===== src/rtl/adc_scan_pkg.sv =====
// Shared constants and state types for the ADC round-robin scanner and its
// single-transaction Wishbone master.
package adc_scan_pkg;

  // SPI master register offsets, relative to its byte base address
  localparam logic [31:0] REG_DATA    = 32'h0000_0000;
  localparam logic [31:0] REG_STATUS  = 32'h0000_0004;
  localparam logic [31:0] REG_CS      = 32'h0000_0008;
  localparam logic [31:0] REG_DIVISOR = 32'h0000_0030;

  // MCP3008 command framing: start byte, channel select byte, trailing pad
  localparam logic [7:0] CMD_START  = 8'h01;
  localparam logic [7:0] CMD_PAD    = 8'h00;
  localparam logic [7:0] CS_ALL_OFF = 8'hFF;

  typedef enum logic [3:0] {
    ST_INIT_CS,
    ST_INIT_DIV,
    ST_IDLE,
    ST_CS_ON,
    ST_XFER_WR,
    ST_XFER_POLL,
    ST_XFER_RD,
    ST_STORE,
    ST_CS_OFF,
    ST_GAP
  } scan_state_e;

  typedef enum logic [1:0] {
    XS_IDLE,
    XS_ACTIVE,
    XS_RECOVER
  } xact_state_e;

  // Single-ended conversion request for one channel: SGL=1, D2..D0, four don't-care bits
  function automatic logic [7:0] cmd_select(input logic [2:0] ch);
    return {1'b1, ch, 4'h0};
  endfunction

endpackage


===== src/rtl/wbm_xact.sv =====
// Single-transaction Wishbone master: takes one request, holds cyc/stb until
// ack or timeout, captures read data, then idles one cycle before the next.
module wbm_xact
  import adc_scan_pkg::*;
#(
  parameter logic [7:0] TMO_CYC = 8'd255
) (
  input  logic        clk,
  input  logic        reset,
  input  logic        req_i,
  input  logic        we_i,
  input  logic [31:0] adr_i,
  input  logic [31:0] wdat_i,
  output logic        ready_o,
  output logic        done_o,
  output logic        tmo_o,
  output logic [31:0] rdata_o,
  output logic [31:0] m_adr_o,
  output logic [31:0] m_dat_o,
  input  logic [31:0] m_dat_i,
  output logic [3:0]  m_sel_o,
  output logic        m_cyc_o,
  output logic        m_stb_o,
  output logic        m_we_o,
  input  logic        m_ack_i
);

  xact_state_e state_q, state_d;
  logic [7:0]  cnt_q, cnt_d;
  logic        cyc_q, cyc_d;
  logic        we_q, we_d;
  logic [31:0] adr_q, adr_d;
  logic [31:0] dat_q, dat_d;
  logic [31:0] rdata_q, rdata_d;
  logic        done_q, done_d;
  logic        tmo_q, tmo_d;

  // Bus-facing state is fully registered so reset drops cyc/stb without waiting for a clock
  always_ff @(posedge clk or negedge reset) begin
    if (!reset) begin
      state_q <= XS_IDLE;
      cnt_q   <= '0;
      cyc_q   <= 1'b0;
      we_q    <= 1'b0;
      adr_q   <= '0;
      dat_q   <= '0;
      rdata_q <= '0;
      done_q  <= 1'b0;
      tmo_q   <= 1'b0;
    end else begin
      state_q <= state_d;
      cnt_q   <= cnt_d;
      cyc_q   <= cyc_d;
      we_q    <= we_d;
      adr_q   <= adr_d;
      dat_q   <= dat_d;
      rdata_q <= rdata_d;
      done_q  <= done_d;
      tmo_q   <= tmo_d;
    end
  end

  // Launch on request, finish on ack or after TMO_CYC unacked cycles, then one dead cycle
  always_comb begin
    state_d = state_q;
    cnt_d   = cnt_q;
    cyc_d   = cyc_q;
    we_d    = we_q;
    adr_d   = adr_q;
    dat_d   = dat_q;
    rdata_d = rdata_q;
    done_d  = 1'b0;
    tmo_d   = 1'b0;
    case (state_q)
      XS_IDLE: begin
        if (req_i) begin
          state_d = XS_ACTIVE;
          cyc_d   = 1'b1;
          we_d    = we_i;
          adr_d   = adr_i;
          dat_d   = wdat_i;
          cnt_d   = '0;
        end
      end
      XS_ACTIVE: begin
        if (m_ack_i) begin
          cyc_d   = 1'b0;
          rdata_d = m_dat_i;
          done_d  = 1'b1;
          state_d = XS_RECOVER;
        end else if (cnt_q == TMO_CYC - 8'd1) begin
          cyc_d   = 1'b0;
          tmo_d   = 1'b1;
          state_d = XS_RECOVER;
        end else begin
          cnt_d = cnt_q + 8'd1;
        end
      end
      XS_RECOVER: state_d = XS_IDLE;
      default:    state_d = XS_IDLE;
    endcase
  end

  assign ready_o = (state_q == XS_IDLE);
  assign done_o  = done_q;
  assign tmo_o   = tmo_q;
  assign rdata_o = rdata_q;
  assign m_cyc_o = cyc_q;
  assign m_stb_o = cyc_q;
  assign m_we_o  = we_q;
  assign m_adr_o = adr_q;
  assign m_dat_o = dat_q;
  assign m_sel_o = cyc_q ? 4'hF : 4'h0;

endmodule


===== src/rtl/wb_adc_scan.sv =====
// Round-robin MCP3008 scanner that drives the SPI master's register map over
// Wishbone and publishes the latest 10-bit sample for every channel.
module wb_adc_scan
  import adc_scan_pkg::*;
#(
  parameter logic [31:0] SPI_BASE = 32'h0000_0000,
  parameter int          N_CH     = 8,
  parameter int          CS_LINE  = 0,
  parameter logic [7:0]  SCK_DIV  = 8'd24,
  parameter logic [15:0] GAP_CYC  = 16'd1000,
  parameter logic [7:0]  TMO_CYC  = 8'd255
) (
  input  logic               clk,
  input  logic               reset,
  input  logic               enable,
  output logic [31:0]        m_adr_o,
  output logic [31:0]        m_dat_o,
  input  logic [31:0]        m_dat_i,
  output logic [3:0]         m_sel_o,
  output logic               m_cyc_o,
  output logic               m_stb_o,
  output logic               m_we_o,
  input  logic               m_ack_i,
  output logic               smp_valid,
  output logic [2:0]         smp_ch,
  output logic [9:0]         smp_data,
  output logic [N_CH*10-1:0] ch_data,
  output logic               scan_done,
  output logic               busy,
  output logic               err
);

  localparam logic [2:0] LAST_CH   = 3'(N_CH - 1);
  localparam logic [7:0] CS_SELECT = CS_ALL_OFF & ~(8'd1 << CS_LINE);

  scan_state_e       state_q, state_d;
  logic [2:0]        ch_q, ch_d;
  logic [1:0]        byte_q, byte_d;
  logic [1:0]        rx1_q, rx1_d;
  logic [7:0]        rx2_q, rx2_d;
  logic [15:0]       gap_q, gap_d;
  logic              launched_q, launched_d;
  logic              abort_q, abort_d;
  logic              err_q, err_d;
  logic              smp_valid_q, smp_valid_d;
  logic [2:0]        smp_ch_q, smp_ch_d;
  logic [9:0]        smp_data_q, smp_data_d;
  logic [N_CH*10-1:0] ch_data_q, ch_data_d;
  logic              scan_done_q, scan_done_d;
  logic              busy_q, busy_d;

  logic        x_req, x_we, x_ready, x_done, x_tmo;
  logic [31:0] x_adr, x_wdat, x_rdata;
  logic        unused_rdata;

  assign unused_rdata = ^x_rdata[31:8];

  wbm_xact #(.TMO_CYC(TMO_CYC)) u_xact (
    .clk     (clk),
    .reset   (reset),
    .req_i   (x_req),
    .we_i    (x_we),
    .adr_i   (x_adr),
    .wdat_i  (x_wdat),
    .ready_o (x_ready),
    .done_o  (x_done),
    .tmo_o   (x_tmo),
    .rdata_o (x_rdata),
    .m_adr_o (m_adr_o),
    .m_dat_o (m_dat_o),
    .m_dat_i (m_dat_i),
    .m_sel_o (m_sel_o),
    .m_cyc_o (m_cyc_o),
    .m_stb_o (m_stb_o),
    .m_we_o  (m_we_o),
    .m_ack_i (m_ack_i)
  );

  // Scan state, channel bookkeeping and published results
  always_ff @(posedge clk or negedge reset) begin
    if (!reset) begin
      state_q     <= ST_INIT_CS;
      ch_q        <= '0;
      byte_q      <= '0;
      rx1_q       <= '0;
      rx2_q       <= '0;
      gap_q       <= '0;
      launched_q  <= 1'b0;
      abort_q     <= 1'b0;
      err_q       <= 1'b0;
      smp_valid_q <= 1'b0;
      smp_ch_q    <= '0;
      smp_data_q  <= '0;
      ch_data_q   <= '0;
      scan_done_q <= 1'b0;
      busy_q      <= 1'b0;
    end else begin
      state_q     <= state_d;
      ch_q        <= ch_d;
      byte_q      <= byte_d;
      rx1_q       <= rx1_d;
      rx2_q       <= rx2_d;
      gap_q       <= gap_d;
      launched_q  <= launched_d;
      abort_q     <= abort_d;
      err_q       <= err_d;
      smp_valid_q <= smp_valid_d;
      smp_ch_q    <= smp_ch_d;
      smp_data_q  <= smp_data_d;
      ch_data_q   <= ch_data_d;
      scan_done_q <= scan_done_d;
      busy_q      <= busy_d;
    end
  end

  // Decode which register access the current state needs; requested once per state visit
  always_comb begin
    x_we   = 1'b1;
    x_adr  = SPI_BASE + REG_CS;
    x_wdat = {24'h0, CS_ALL_OFF};
    case (state_q)
      ST_INIT_DIV: begin
        x_adr  = SPI_BASE + REG_DIVISOR;
        x_wdat = {24'h0, SCK_DIV};
      end
      ST_CS_ON: x_wdat = {24'h0, CS_SELECT};
      ST_XFER_WR: begin
        x_adr = SPI_BASE + REG_DATA;
        case (byte_q)
          2'd0:    x_wdat = {24'h0, CMD_START};
          2'd1:    x_wdat = {24'h0, cmd_select(ch_q)};
          default: x_wdat = {24'h0, CMD_PAD};
        endcase
      end
      ST_XFER_POLL: begin
        x_we  = 1'b0;
        x_adr = SPI_BASE + REG_STATUS;
      end
      ST_XFER_RD: begin
        x_we  = 1'b0;
        x_adr = SPI_BASE + REG_DATA;
      end
      default: ;
    endcase
    x_req = !launched_q &&
            !(state_q inside {ST_IDLE, ST_STORE, ST_GAP});
  end

  // Next-state: walk the three SPI bytes per channel, store, release CS, then advance or rest
  always_comb begin
    state_d     = state_q;
    ch_d        = ch_q;
    byte_d      = byte_q;
    rx1_d       = rx1_q;
    rx2_d       = rx2_q;
    gap_d       = gap_q;
    launched_d  = launched_q;
    abort_d     = abort_q;
    err_d       = err_q;
    smp_valid_d = 1'b0;
    smp_ch_d    = smp_ch_q;
    smp_data_d  = smp_data_q;
    ch_data_d   = ch_data_q;
    scan_done_d = 1'b0;

    if (x_req && x_ready) launched_d = 1'b1;
    if (x_done || x_tmo)  launched_d = 1'b0;

    case (state_q)
      ST_INIT_CS:  if (x_done) state_d = ST_INIT_DIV;
      ST_INIT_DIV: if (x_done) state_d = ST_IDLE;
      ST_IDLE: begin
        if (enable) begin
          state_d = ST_CS_ON;
          ch_d    = '0;
        end
      end
      ST_CS_ON: begin
        if (x_done) begin
          state_d = ST_XFER_WR;
          byte_d  = '0;
        end
      end
      ST_XFER_WR:   if (x_done) state_d = ST_XFER_POLL;
      ST_XFER_POLL: if (x_done && !x_rdata[0]) state_d = ST_XFER_RD;
      ST_XFER_RD: begin
        if (x_done) begin
          if (byte_q == 2'd1) rx1_d = x_rdata[1:0];
          if (byte_q == 2'd2) begin
            rx2_d   = x_rdata[7:0];
            state_d = ST_STORE;
          end else begin
            byte_d  = byte_q + 2'd1;
            state_d = ST_XFER_WR;
          end
        end
      end
      ST_STORE: begin
        smp_valid_d = 1'b1;
        smp_ch_d    = ch_q;
        smp_data_d  = {rx1_q, rx2_q};
        ch_data_d[int'(ch_q)*10 +: 10] = {rx1_q, rx2_q};
        state_d     = ST_CS_OFF;
      end
      ST_CS_OFF: begin
        if (x_done) begin
          if (abort_q) begin
            abort_d = 1'b0;
            state_d = ST_IDLE;
          end else if (ch_q == LAST_CH) begin
            scan_done_d = 1'b1;
            gap_d       = '0;
            ch_d        = '0;
            state_d     = ST_GAP;
          end else if (enable) begin
            ch_d    = ch_q + 3'd1;
            state_d = ST_CS_ON;
          end else begin
            state_d = ST_IDLE;
          end
        end
      end
      ST_GAP: begin
        if (gap_q == GAP_CYC - 16'd1) begin
          ch_d    = '0;
          state_d = enable ? ST_CS_ON : ST_IDLE;
        end else begin
          gap_d = gap_q + 16'd1;
        end
      end
      default: state_d = ST_IDLE;
    endcase

    if (x_tmo) begin
      err_d = 1'b1;
      if (state_q == ST_CS_OFF) begin
        abort_d = 1'b0;
        state_d = ST_IDLE;
      end else begin
        abort_d = 1'b1;
        state_d = ST_CS_OFF;
      end
    end

    busy_d = !(state_d inside {ST_IDLE, ST_GAP});
  end

  assign smp_valid = smp_valid_q;
  assign smp_ch    = smp_ch_q;
  assign smp_data  = smp_data_q;
  assign ch_data   = ch_data_q;
  assign scan_done = scan_done_q;
  assign busy      = busy_q;
  assign err       = err_q;

endmodule


===== config.mk =====
export PLATFORM = sky130hd
export DESIGN_NAME = wb_adc_scan
export DESIGN_NICKNAME = d
export VERILOG_FILES = /design/src/rtl/adc_scan_pkg.sv /design/src/rtl/wbm_xact.sv /design/src/rtl/wb_adc_scan.sv
export SDC_FILE = /design/constraint.sdc
export NUM_CORES = 1
export LEC_CHECK = 0
export BUFFER_PORTS_ARGS = -buffer_cell sky130_fd_sc_hd__buf_4
export CELL_PAD_IN_SITES_DETAIL_PLACEMENT = 1
export CELL_PAD_IN_SITES_GLOBAL_PLACEMENT = 1
export CORE_AREA = 2 2 168 129
export CTS_BUF_LIST = sky130_fd_sc_hd__clkbuf_2 sky130_fd_sc_hd__clkbuf_4 sky130_fd_sc_hd__clkbuf_8
export DETAILED_ROUTE_END_ITERATION = 7
export DIE_AREA = 0 0 170 131
export MAX_ROUTING_LAYER = met4
export PLACE_DENSITY_LB_ADDON = 0.1
export SYNTH_ARGS = -nofsm -noshare
export SYNTH_HDL_FRONTEND = slang
export SYNTH_SLANG_ARGS = --single-unit

===== constraint.sdc =====
create_clock -name clk -period 9.63 [get_ports clk]
set_input_delay 1.926 -clock clk [delete_from_list [all_inputs] [get_ports clk]]
set_output_delay 1.926 -clock clk [all_outputs]
set_load 0.02 [all_outputs]

; ---- Word level (Yosys, flattened, before mapping)
; Cells that the tools add are included.
; W data, S select, Z words.
[op_classes]
add_sub_neg = 5
mul = 1
n_eq_ne = 31
shift = 2
muxes = 66
n_reduce_logical = 33
[op_table]
columns = operator, count
row1 = $bwmux W80, 1
row2 = $shift A10 B33 Y80 const A, 1
row3 = $shiftx A10 B33 Y80, 1
row4 = $mux W16, 4
row5 = $mux W4, 14
row6 = $pmux W4 S10, 1
row7 = $neg A7 Y33, 1
row8 = $pmux W16 S2, 1
row9 = $pmux W8 S2, 2
row10 = $mux W8, 3
row11 = $pmux W8 S3, 1
row12 = $mux W1, 21
row13 = $mux W3, 6
row14 = $pmux W6 S3, 1
row15 = $add A16 B1 Y16 const B, 1
row16 = $eq A16 B10 Y1 const B, 1
row17 = $eq A4 B3 Y1 const B, 4
row18 = $ne A2 B2 Y1 const B, 8
row19 = $mux W2, 7
row20 = $reduce_bool A2 Y1, 7
row21 = $eq A4 B2 Y1 const B, 3
row22 = $eq A4 B4 Y1 const B, 3
row23 = $pmux W3 S3, 1
row24 = $reduce_and A3 Y1, 3
row25 = 25 further kinds, 42
[totals]
register_bits = 220
input_bits = 36
output_inout_bits = 168
word_cells = 162

; ---- Depth between registers and ports, before layout
[depth]
ltp_word = 9
ltp_mapped = 15
ltp_nobuf = 13

; ---- By module
; A second synthesis with hierarchy kept.
[unflattened]
cells_unflattened = 1052
area_unflattened_um2 = 12025.3
[modules_own_cells]
columns = mod, n_inst, cells_per_inst, area_per_inst_um2, seq_area_each_um2
row1 = wb_adc_scan, 1, 781, 7772.5, 3353.2
row2 = wbm_xact, 1, 271, 4252.8, 2752.6

; ---- Worst setup path after synthesis
; Ideal clock, no wire load.
[synth_path]
kind = reg-to-reg
start = register ch_q[2]
end = register ch_data_q[68] (netlist: ch_data[68])
setup_ns = 0.128
t_arrival_ns = 3.363
required_ns = 9.502
slack_ns = 6.140
path_stages_with_launch = 14
n_path_buf = 2
synth_period_minus_slack_ns = 3.490
path_cell_list = dfrtp_1 -> ha_1 -> ha_1 -> inv_1 -> ha_1 -> buf_2 -> or3_1 -> clkbuf_1 -> nor3_1 -> ha_1 -> or3_4 -> or3_1 -> a21oi_2 -> mux2_1
[synth_via]
elab_chain_len = 4
word_cells_on_any_way = 5
classes_between = 1 x add/sub / 1 x mul / 2 x shift / 1 x mux
[synth_rtl]
columns = element, line
row1 = start: declaration, wb_adc_scan.sv:37  ; logic [2:0] ch_q, ch_d;
row2 = start signal: assignment, wb_adc_scan.sv:99  ; ch_q <= ch_d;
row3 = $mul A3 B3 Y6 (*), wb_adc_scan.sv:202  ; ch_data_d[int'(ch_q)*10 +: 10] = {rx1_q, rx2_q};
row4 = $neg A7 Y33 (*), wb_adc_scan.sv:202
row5 = $shiftx A10 B33 Y80 / $shift A10 B33 Y80 (equally long branches), wb_adc_scan.sv:202
row6 = $bwmux W80 (*), wb_adc_scan.sv:202
row7 = end signal: assignment, wb_adc_scan.sv:110  ; ch_data_q <= ch_data_d;
row8 = end: declaration, wb_adc_scan.sv:48  ; logic [N_CH*10-1:0] ch_data_q, ch_data_d;
; Mark *: on every way between the ends. The rest lies on a longest branch, timed or not.
; A chain may end at the register's enable or synchronous reset.

; ---- Worst setup path after layout
[layout_path]
start = register ch_q[0]
end = register ch_data_q[58] (netlist: ch_data[58])
; Same word-level chain as after synthesis.

==> qor.txt <==
HP Class = reg2reg
EDFF count, synth = 0
Cell Area, Synth = 9309 µm²
Clock power frac = 25.4%
Remaining DRCs = 0
largest net degree at the start of global routing = 101
IO buf count = 127
setup TNS = 0 ns
htree depth = 4
part of the power in registers = 41.3%
total internal power = 1.258 mW
Mapped Cells = 968
kind of critical path = reg2reg
crit path DAT = 4.82 ns
Max clock buf depth = 2
CP Cell Sequence = buf_4, ha_1, ha_1, inv_1, ha_1, or3_1, nor3_1, ha_1, nand3_1, nor3_1, nand2_1, mux2_2
largest family of logic cells by synthesized area = simple AND/OR/NAND/NOR gates
Rows = 46
Pwr Density = 197.8 nW/µm²
area grow syn2layout = 14.02%
post-synthesis mux area share = 10.89%
worst-path maximum fanout = 37
Avg Vias per Cell = 5.715
synthesized-area fraction occupied by adder cells = 1.882%
worst slew pin tran = 1.200 ns
Startpoint Class = flip-flop
area of the multi-input gates = 4601 µm²
top area cells in the synthesized netlist = dfrtp_1 (45%), mux2_2 (8.7%), buf_4 (4.9%)
yosys warns = 0
# diodes = 0
Pleak = 4.977 nW
compound-gate portion of the synthesized area = 13.99%
Skew-Pair Late Insertion Delay = 0.49 ns
I/O pin cnt = 204
RSZ-0062 raised after global routing = no
GRT Total Usage = 26.13%
clk slew on worst S/H paths = 0.10 ns
syn_area_per_cell = 9.617 µm²
Setup crit end kind = flip-flop
post-synthesis sequential area ratio = 44.62%
period utilisation layout = 46.14%
CORE AREA = 20720 µm²
# Post-CTS Setup Buffers = 0
ys async rst share = 100.0%
combinational share of power = 33.3%
Placer Congestion = 0.9076
Fillers = 2389
Net Sw Frac = 40.06%
Setup violations, final = 0
die area = 22270 µm²
XOR/XNOR Fraction of Synth Area = 2.325%
Req. time, crit path = 10.00 ns
Final Skew = 0.01896 ns
worst stage delay on the critical path = 0.79 ns
synth unique cells = 78
CTS tree = yes
Rel. slew slack = 19.44%
final hold violation count = 0
Sw Pwr = 841.1 µW
status = completed
dpl hpwl = 20180 µm
area occupied by registers = 4154 µm²
IR drop worst, VDD = 0.09386 mV
initial antenna violation count = 0
Post-synth top cells = dfrtp_1 (166), nand2_1 (111), mux2_2 (72)
vias in the first global route = 7560
Starting DRT DRC Count = 590
final WL = 27510 µm
dpl ws = 5.269 ns
CTS Buf Count = 17
Vias = 7669
total gr overflow = 0
Most used DFF post-synth = dfrtp_1
ANT nets after route = 0
Slew Limit Fails = 0
Yosys top cell by area = dfrtp_1
Slowest-stage cell, CP = nor3_1
drt wl/cell = 20.50 µm
count leader, synth = dfrtp_1
initial cell density of the core = 44.93%
first-pass GRT wire length = 43410 µm
PostCTS Resize Cnt = 0
DR pass1 iterations = 8
ratio of cells with drive above 1 in the final layout = 24.95%
Synth Register Bits = 166
clock sinks = 166
Nets = 1116
Die W = 170 µm
hold buffers post-CTS = 0
die height = 131 µm
final worst setup slack = 5.187 ns
area share of the largest cell type after synthesis = 44.62%
cell mode on critical path = ha_1
minimum clock period = 4.443 ns
Fmax = 0.2251 GHz
root buffer cell = clkbuf_8
Post-Synth Simple-Gate Area = 18.10%
max cap viols = 0
[power groups by stage]
| stage | registers, mW | clock network, mW | logic (mW) |
|---|---|---|---|
| CTS | 0.867 | 0.542 | 0.697 |
| floorplan | 0.865 | 0 | 0.505 |
| global route | 0.883 | 0.575 | 0.771 |
| finish | 0.868 | 0.533 | 0.698 |
| global placement | 0.877 | 0 | 0.681 |
| detailed placement | 0.880 | 0 | 0.693 |
[per-stage QoR]
stage                     utilization (%)  instance area (µm²)  std cells  power [mW]  hold WS, ns
final                               51.23                10610       1342       2.099       0.4862
after global placement              49.27                10210       1311       1.557       0.4600
after floorplan                         -                 9500       1019       1.371       0.4604
after CTS                           51.23                10610       1342       2.106       0.4877
after global routing                51.23                10610       1342       2.228       0.5224
after detailed placement            49.27                10210       1311       1.573       0.4559
[metal layers]
layer / GRT usage (%) / up-vias / wire length (µm)
li1: - / 3546 / -
met2: 37.45 / 237 / 11810
met3: 5.482 / 17 / 1721
met5: - / - / 0
met1: 38.36 / 3869 / 13750
met4: 4.977 / 0 / 224
[flip-flops by register name (all words and copies together), names as in the netlist, 2 cells and up]
| name | count |
|---|---|
| ch_data | 80 |
| gap_q | 16 |
| ch_q | 3 |
| u_xact.rdata_o | 8 |
| smp_ch | 3 |
| byte_q | 2 |
| smp_data | 10 |
| rx1_q | 2 |
| u_xact.state_q | 2 |
| u_xact.cnt_q | 8 |
| rx2_q | 8 |
| state_q | 4 |
| u_xact.m_dat_o | 7 |
| u_xact.m_adr_o | 3 |
[critical path: cells and delay by family (launching register included)]
kind          cells  cell delay, ns
simple gates      5            1.98
fa+ha+maj         4            1.28
buf+inv           2            0.41
flops             1            0.33
mux               1            0.32
[path summary, 6_finish.rpt]
kind | start | to | slack (ns) | cells after the start
min | err | err | 0.49 | 1
max reg2reg | ch_q[0] | ch_data[58] | 5.19 | 12
min in group asynchronous | reset | u_xact.m_cyc_o | 1.54 | 1
max in group asynchronous | reset | ch_data[4] | 6.68 | 2
max | ch_q[0] | ch_data[58] | 5.19 | 12
min reg2reg | err | err | 0.49 | 1
[cells in the final DEF, fill, tap and decap left out, drive strengths merged, types with 7 or more instances in the layout]
master  instances
dfrtp         166
buf           133
nand2         113
mux2           82
nor2           70
conb           52
a21oi          45
o21ai          44
o22ai          38
inv            37
nand3          29
nor3           26
clkbuf         18
or3            17
ha             14
nand4          13
xnor2          13
or2            11
xor2           10
and3            9
mux2i           9
nor4            9
a211oi          8
a31oi           8
nand3b          7
nand2b          7
[area by class of cell]
type                       count  area share, %
inverter                      31          1.143
timing repair buffer         133          9.442
clock buffer                  18          2.334
multi-input combinational    717          43.35
clock inverter                13          1.485
tap                          264          3.112
sequential                   166          39.14
[cell families after synthesis]
group | after synthesis
muxes | 91
and+or+nand+nor | 336
adders and majority gates | 14
buffers and inverters | 136
DFF | 166
xor gates and xnor gates | 23
other | 1
AOI/OAI and AO/OA | 201
No activity file was read; power rests on OpenSTA's default activity.
